--- src/rtl/hslp_pkg.sv ---
// Shared constants and types for the sequential chunked approximate multiplier.
// The chunk width is fixed at 4 bits so that hslp_pp4 stays a small swappable cell.
package hslp_pkg;

   localparam int CHUNK = 4;

   localparam logic [1:0] MODE_EXACT = 2'd0;
   localparam logic [1:0] MODE_LOW   = 2'd1;
   localparam logic [1:0] MODE_ALL   = 2'd2;

   typedef enum logic [1:0] {
      IDLE = 2'd0,
      RUN  = 2'd1,
      DONE = 2'd2
   } state_t;

   // Mode 3 is reserved and decodes the same as exact.
   function automatic logic approx_sel(input logic [1:0] mode, input logic low_half);
      case (mode)
         MODE_LOW: approx_sel = low_half;
         MODE_ALL: approx_sel = 1'b1;
         default:  approx_sel = 1'b0;
      endcase
   endfunction

endpackage

--- src/rtl/hslp_pp4.sv ---
// 4x4 unsigned partial product; when approx is set the DROP low bits are cleared.
// This is the single definition of the approximation, kept separate so the cell can be replaced.
module hslp_pp4
   import hslp_pkg::*;
#(
   parameter int DROP = 2
) (
   input  logic [CHUNK-1:0]   x,
   input  logic [CHUNK-1:0]   y,
   input  logic               approx,
   output logic [2*CHUNK-1:0] pp
);

   if (DROP < 0 || DROP > 7) begin : g_bad_drop
      $error("hslp_pp4: DROP must be in 0..7");
   end

   localparam logic [2*CHUNK-1:0] KEEP = ~(2*CHUNK)'((1 << DROP) - 1);

   logic [2*CHUNK-1:0] exact;

   assign exact = {{CHUNK{1'b0}}, x} * {{CHUNK{1'b0}}, y};
   assign pp    = approx ? (exact & KEEP) : exact;

endmodule

--- src/rtl/hslp_mul_seq.sv ---
// Multi-cycle WIDTHxWIDTH unsigned multiplier: one 4x4 partial product per cycle,
// a-chunk index fastest, accumulated into a 2*WIDTH-bit result.
module hslp_mul_seq
   import hslp_pkg::*;
#(
   parameter int WIDTH = 8,
   parameter int DROP  = 2
) (
   input  logic               clk,
   input  logic               rst_n,
   input  logic               in_valid,
   output logic               in_ready,
   input  logic [WIDTH-1:0]   a,
   input  logic [WIDTH-1:0]   b,
   input  logic [1:0]         mode,
   output logic               out_valid,
   input  logic               out_ready,
   output logic [2*WIDTH-1:0] prod
);

   localparam int N  = WIDTH / CHUNK;
   localparam int NN = N * N;
   localparam int KW = (NN > 2) ? $clog2(NN) : 1;
   localparam int PW = 2 * WIDTH;

   if ((WIDTH % CHUNK) != 0 || WIDTH < 8) begin : g_bad_width
      $error("hslp_mul_seq: WIDTH must be a multiple of 4 and at least 8");
   end

   state_t            state, state_nxt;
   logic [WIDTH-1:0]  a_q, b_q;
   logic [1:0]        mode_q;
   logic [KW-1:0]     k;
   logic [PW-1:0]     acc, prod_q;

   logic [KW-1:0]     ci, cj;
   logic [KW:0]       ij;
   logic [KW+2:0]     sh;
   logic [CHUNK-1:0]  a_chunk, b_chunk;
   logic              approx_k;
   logic [2*CHUNK-1:0] pp;
   logic [PW-1:0]     acc_sum;
   logic              accept, last;

   // Handshakes: a transfer happens on a rising edge where valid && ready are both high.
   // The producer holds in_valid and operands until in_ready; prod is stable while
   // out_valid && !out_ready.
   assign in_ready  = (state == IDLE);
   assign out_valid = (state == DONE);
   assign prod      = prod_q;
   assign accept    = in_valid && in_ready;
   assign last      = (k == KW'(NN - 1));

   assign ci      = k % KW'(N);
   assign cj      = k / KW'(N);
   assign ij      = {1'b0, ci} + {1'b0, cj};
   assign sh      = (KW+3)'(ij) * (KW+3)'(CHUNK);
   assign a_chunk = CHUNK'(a_q >> (ci * CHUNK));
   assign b_chunk = CHUNK'(b_q >> (cj * CHUNK));
   assign approx_k = approx_sel(mode_q, ij < (KW+1)'(N));

   hslp_pp4 #(.DROP(DROP)) u_pp4 (
      .x      (a_chunk),
      .y      (b_chunk),
      .approx (approx_k),
      .pp     (pp)
   );

   assign acc_sum = acc + (PW'(pp) << sh);

   always_ff @(posedge clk or negedge rst_n) begin
      if (!rst_n) state <= IDLE;
      else        state <= state_nxt;
   end

   always_comb begin
      state_nxt = state;
      case (state)
         IDLE:    if (in_valid)  state_nxt = RUN;
         RUN:     if (last)      state_nxt = DONE;
         DONE:    if (out_ready) state_nxt = IDLE;
         default:                state_nxt = IDLE;
      endcase
   end

   // prod_q is loaded only at the final partial product so it holds the last
   // result while the next transaction is accumulating.
   always_ff @(posedge clk or negedge rst_n) begin
      if (!rst_n) begin
         a_q    <= '0;
         b_q    <= '0;
         mode_q <= MODE_EXACT;
         k      <= '0;
         acc    <= '0;
         prod_q <= '0;
      end else if (accept) begin
         a_q    <= a;
         b_q    <= b;
         mode_q <= mode;
         k      <= '0;
         acc    <= '0;
      end else if (state == RUN) begin
         acc <= acc_sum;
         k   <= k + 1'b1;
         if (last) prod_q <= acc_sum;
      end
   end

endmodule

--- config.mk ---
export PLATFORM = sky130hd
export DESIGN_NAME = hslp_mul_seq
export DESIGN_NICKNAME = d
export VERILOG_FILES = /design/src/rtl/hslp_pkg.sv /design/src/rtl/hslp_pp4.sv /design/src/rtl/hslp_mul_seq.sv
export SDC_FILE = /design/constraint.sdc
export NUM_CORES = 1
export LEC_CHECK = 0
export BUFFER_PORTS_ARGS = -buffer_cell sky130_fd_sc_hd__buf_4
export CAP_MARGIN = 20
export CORE_ASPECT_RATIO = 2
export CORE_UTILIZATION = 35
export CTS_CLUSTER_SIZE = 28
export DETAILED_ROUTE_END_ITERATION = 16
export GPL_ROUTABILITY_DRIVEN = 0
export PLACE_DENSITY_LB_ADDON = 0.3
export SYNTH_ARGS = -nofsm -noshare
export SYNTH_HDL_FRONTEND = slang
export SYNTH_SLANG_ARGS = --single-unit
--- constraint.sdc ---
create_clock -name clk -period 6.7 [get_ports clk]
set_clock_uncertainty 0.2 [all_clocks]
set_input_delay 1.675 -clock clk [delete_from_list [all_inputs] [get_ports clk]]
set_output_delay 1.675 -clock clk [all_outputs]
set_load 0.01 [all_outputs]
==> flow_summary_export.csv, run 1 <==
group,metric,value,unit
synthesis,netlist_area,3430,um^2
synthesis,yosys_warnings,0,
final_layout,drive_gt1_share,13.3,%
clocking,tritoncts,"yes",
sta,min_period,5.53,ns
sta,fmax,0.181,GHz
power,ir_worst_vdd,0.000239,V
clocking,cts_buffer_depth,2,
global_routing,track_usage,16.9,%
global_routing,grt_pass1_vias,2938,
power,power_density,565,nW/um^2
routing,dr.pass1.iters,4,
floorplanning,die_width,72.0,um
synthesis,syn_inst,396,
sta,report.final.setup_viol,0,
synthesis,synth_ff_type,"dfrtp_1",
power,p_leak,2.00,nW
worst_setup_path,arrival,5.51,ns
floorplanning,die_h,142,um
routing,antenna_left,0,
final_layout,antenna_cells,0,
clocking,cts.htree.levels,2,
worst_setup_path,cp-start-kind,"register",
routing,drt_iter0_markers,88,
global_routing,grt_pass1_wl,13.2,mm
synthesis,avgSynthCellArea,8.66,um^2
sta,holdWs,0.272,ns
worst_hold_path,min_path_type,"register to register",
clocking,numCtsBuffers,5,
worst_setup_path,critPathRequiredTime,6.68,ns
clocking,cts_setup_buffers,0,
routing,vias,2804,
synthesis,yosys.cell_types.count,39,
placement,placed_cell_area,3850,um^2
floorplanning,ioPinCount,40,
clocking,clock_latency,0.29,ns
final_layout,syn2layout_area_growth,16.7,%
placement,dpl.hpwl,6.22,mm
clocking,clkTransAtPathRegs,0.07,ns
synthesis,yosysSeqAreaShare,39.4,%
worst_setup_path,worstSetupPathType,"register to register",
sta,worstMarginPinSlew,0.903,ns
synthesis,synthArstFlopShare,100,%
final_layout,fin_nets,484,
clocking,clock-sinks,54,
synthesis,synth_edf_count,0,
sta,drv_slew,0,
global_routing,antenna_found_initial,0,
sta,tns,0,ns
sta,rsz0062_at_grt,"false",
sta,slew_headroom,39.7,%
synthesis,syn_nets,453,
floorplanning,initial_core_util,36.3,%
final_layout,stdcell_area,4000,um^2
status,status,"complete, no violations",
routing,routed_via_density,5.03,
clocking,cts_root_buffer,"clkbuf_16",
sta,period_share,82.6,%
floorplanning,die_area,10200,um^2
worst_setup_path,cp_max_fo,7,
worst_setup_path,endpoint_kind,"register",
sta,hold_violations,0,
floorplanning,rows,50,
global_routing,grt_max_degree,55,
job,maxCapViolations,0,
clocking,ctsResizeCount,0,
synthesis,ys_ff_latch,54,
routing,drt_drc_violations_left,0,
global_routing,grt-ovfl-total,0,
floorplanning,core_area,9450,um^2
clocking,hold_buffers,0,
routing,routed_wl,7.88,mm
routing,wire_per_inst,14.1,um
placement,port_buffers,39,
==> per-layer routing <==
layer  track usage (%)  up-vias  wire (um)
li1                  -     1413          -
met1              15.5     1309       2790
met2              33.5       57       4520
met3              2.20       25        149
met4              10.4        0        418
met5                 0        -          0
==> registers in the layout, indices dropped and copies added, names as in the netlist <==
signal  count
a_q         8
acc        16
b_q         8
k           2
mode_q      2
prod       16
state       2
==> synth_stat cells (6+ instances only) <==
cell       n  area, um^2
xnor2_1    7        61.3
dfrtp_1   54        1350
nand3_1   18        90.1
a21oi_1   13        65.1
o21ai_0   28         140
inv_1     15        56.3
mux2i_1   11         110
nand2_1   84         315
ha_1      30         375
xor2_1    12         105
nor3_1     6        30.0
a21o_1     7        52.6
nor2_1    30         113
o21ai_1   12        60.1
clkbuf_1  15        56.3
==> layout make-up <==
class                      count  area (um^2)
fill                         991         5450
multi-input combinational    310         1960
sequential                    54         1350
timing repair buffer          41          328
tap                          130          163
clock buffer                   7          143
inverter                      15         56.3
clock inverter                 1         5.00
==> power breakdown <==
part	switching, mW	leakage, nW	internal (mW)
logic	0.846	1.23	0.582
registers	0.0959	0.688	0.474
clock network	0.114	0.0739	0.149
total	1.06	2.00	1.20
==> final timing paths <==
check	start	endpoint	slack (ns)	cells after the start
max in group asynchronous	rst_n	b_q[3]	4.61	1
hold reg to reg	b_q[6]	b_q[6]	0.27	2
min in group asynchronous	rst_n	a_q[2]	1.23	1
hold / removal	b_q[6]	b_q[6]	0.27	2
setup reg to reg	k[0]	acc[15]	1.17	20
setup / recovery	k[0]	acc[15]	1.17	20
==> metrics by stage <==
step / util (%) / setup WS (ns) / power [mW] / instances
CTS: 42.4 / 1.15 / 2.29 / 558
floorplan: - / 1.57 / 1.61 / 396
detailed placement: 40.8 / 1.18 / 2.02 / 550
finish: 42.4 / 1.17 / 2.26 / 558
global placement: 40.5 / 1.34 / 1.95 / 549
global route: 42.4 / 0.858 / 2.48 / 558
==> logic make-up (layout without fill, tap and decap cells) <==
kind of cell	after synthesis	after routing	share of synthesized area [%]
simple gates	160	160	20.1
compound gates	83	83	14.3
flops	54	54	39.4
fa+ha+maj	35	35	13.9
buf+inv	32	64	3.58
xor+xnor	19	19	4.85
mux	13	13	3.87
==> worst max-delay path, cell delays in order (launching register included) <==
cell      delay [ns]
dfrtp_1         0.53
mux2i_1         0.19
or2_2           0.33
fa_1            0.54
inv_1           0.06
fa_1            0.51
ha_1            0.32
a21o_1          0.21
a221o_1         0.33
nor2_1          0.12
xor2_1          0.21
o21bai_1        0.12
and2_1          0.19
ha_1            0.23
a21oi_1         0.15
nor2_1          0.06
a211oi_1        0.35
o211ai_2        0.15
xnor2_1         0.17
mux2_2          0.27
a21o_1          0.17
==> cells in the final DEF, fill, tap and decap left out, types with 2 or more instances in the layout <==
cell / instances
xor2_1: 12
nor3_1: 6
o21a_1: 2
a21boi_1: 2
a21o_1: 7
xnor2_1: 7
inv_1: 15
o21ai_0: 28
nor2b_1: 3
nand2b_1: 5
nor2_1: 30
ha_1: 30
nand2_1: 84
a21oi_1: 13
and3_1: 2
mux2_2: 2
a31oi_1: 4
and2_1: 3
mux2i_1: 11
nand3_1: 18
fa_1: 5
o22ai_1: 4
buf_4: 40
o21ai_1: 12
dfrtp_1: 54
or2_2: 5
a211oi_1: 3
clkbuf_16: 5
o211ai_1: 2
Note: power is estimated with default switching activity, not from simulation.
==> run 2, diff against run 1 <==
clock period = 5.3 ns   (was 6.7 ns; I/O delays follow)
==> flow_summary_export.csv, run 2 (synthesis results as in run 1) <==
group,metric,value,unit
worst_setup_path,critPathRequiredTime,5.28,ns
power,power_density,739,nW/um^2
sta,holdWs,0.272,ns
placement,port_buffers,39,
floorplanning,ioPinCount,40,
routing,wire_per_inst,13.9,um
global_routing,grt-ovfl-total,0,
global_routing,grt_pass1_vias,2989,
clocking,cts_root_buffer,"clkbuf_16",
sta,worstMarginPinSlew,0.933,ns
global_routing,track_usage,16.6,%
floorplanning,die_h,142,um
sta,period_share,96.3,%
routing,drt_drc_violations_left,0,
worst_setup_path,r2r-start,"k[1]",
clocking,cts.htree.levels,2,
routing,dr.pass1.iters,4,
worst_hold_path,holdPathEnd,"b_q[0]",
floorplanning,die_area,10200,um^2
power,p_leak,2.05,nW
final_layout,drive_gt1_share,19.5,%
routing,drt_iter0_markers,87,
global_routing,grt_max_degree,55,
worst_setup_path,ff2ff_path_depth,20,
routing,routed_wl,7.88,mm
routing,antenna_left,0,
global_routing,grt_pass1_wl,13.2,mm
floorplanning,initial_core_util,36.3,%
clocking,tritoncts,"yes",
worst_setup_path,worstSetupPathType,"register to register",
status,status,"complete, no violations",
final_layout,antenna_cells,0,
clocking,hold_buffers,0,
worst_hold_path,min_path_cells,2,
clocking,clock_latency,0.29,ns
clocking,numCtsBuffers,5,
power,ir_worst_vdd,0.000398,V
sta,min_period,5.10,ns
worst_setup_path,arrival,5.09,ns
final_layout,most-common-layout-cells,"nand2_1 (83), dfrtp_1 (52), buf_4 (51), nor2_1 (30), ha_1 (29)",
worst_setup_path,cp_max_fo,5,
worst_hold_path,min_from,"b_q[0]",
final_layout,syn2layout_area_growth,21.4,%
floorplanning,core_area,9450,um^2
worst_hold_path,min_path_type,"register to register",
clocking,clock-sinks,54,
clocking,clkTransAtPathRegs,0.06,ns
routing,routed_via_density,5.04,
floorplanning,die_width,72.0,um
sta,hold_violations,0,
sta,slew_headroom,37.6,%
placement,dpl.hpwl,6.04,mm
worst_setup_path,endpoint_kind,"register",
worst_setup_path,cp-start-kind,"register",
clocking,cts_buffer_depth,2,
final_layout,final_common_cell,"nand2_1",
worst_setup_path,r2r_end,"acc[15]",
global_routing,antenna_found_initial,0,
power,p_total,3.08,mW
final_layout,fin_nets,495,
sta,drv_slew,0,
job,maxCapViolations,0,
worst_setup_path,rrSetupSlack,0.20,ns
sta,fmax,0.196,GHz
sta,report.final.setup_viol,0,
routing,vias,2860,
floorplanning,rows,50,
run 2: cell count changes in the layout (fill, tap and decap cells not counted), sizes merged:
cell,delta
buf,+11
clkbuf,-1
clkinv,-1
run 2: where the power goes:
| part | leakage, nW | switching [mW] | internal [mW] |
|---|---|---|---|
| Sequential | 0.686 | 0.127 | 0.603 |
| Combinational | 1.29 | 1.15 | 0.873 |
| Clock | 0.0688 | 0.138 | 0.183 |
run 2: how the worst max path moves through the flow:
stage / from / to / slack, ns / cells after the start
floorplan: k[0] / acc[15] / 0.17 / 21
finish: k[1] / acc[15] / 0.20 / 20
detailed placement: k[1] / acc[10] / -0.07 / 19
global route: k[1] / prod[10] / -0.01 / 19
global placement: k[0] / acc[10] / 0.07 / 19
CTS: k[1] / acc[13] / 0.01 / 19
run 2: critical path, cell delays in order (launching register included):
cell and delay (ns):
dfrtp_2 0.48, mux2i_4 0.22, or2_4 0.24, fa_1 0.53, inv_1 0.05, fa_1 0.47
ha_1 0.31, a21o_1 0.17, a21oi_1 0.17, xor2_1 0.24, nor2_1 0.06, a31oi_1 0.21
nor2_1 0.07, ha_1 0.27, a21oi_2 0.23, o211ai_1 0.19, nand3_1 0.14, o211ai_2 0.14
xnor2_2 0.16, mux2_2 0.28, a21o_1 0.17
run 2: final cells by class:
cell class / count / area (um^2)
inverters: 15 / 56.3
flip-flops and latches: 54 / 1350
fillers: 947 / 5280
well taps: 130 / 163
clock buffers: 6 / 139
multi-input cells: 310 / 2050
repair buffers: 52 / 398
run 2: repair_timing:
action,CTS,global route
endpoints found under the setup margin,9,15
resized for setup,6,16
setup buffers,0,4
gates cloned,0,0
pin swaps,1,22
run 2: metrics by stage:
stage	TNS (ns)	worst slack [ns]	instances	util (%)	instance area [um^2]
after floorplan	0	0.171	396	-	3430
after global routing	-0.0252	-0.0145	567	44.1	4160
after CTS	0	0.0127	562	42.8	4040
after detailed placement	-0.228	-0.0692	556	41.1	3880
after global placement	0	0.0664	556	41.1	3880
final	0	0.197	567	44.1	4160
run 2: routing by layer:
metal	routed length (um)	share of wire [%]	up-vias	track usage, %
met1	2830	36	1324	15.6
met4	441	5.6	0	11.7
met5	0	0	-	0
met3	215	2.7	32	2.48
li1	-	-	1430	-
met2	4400	56	74	31.4
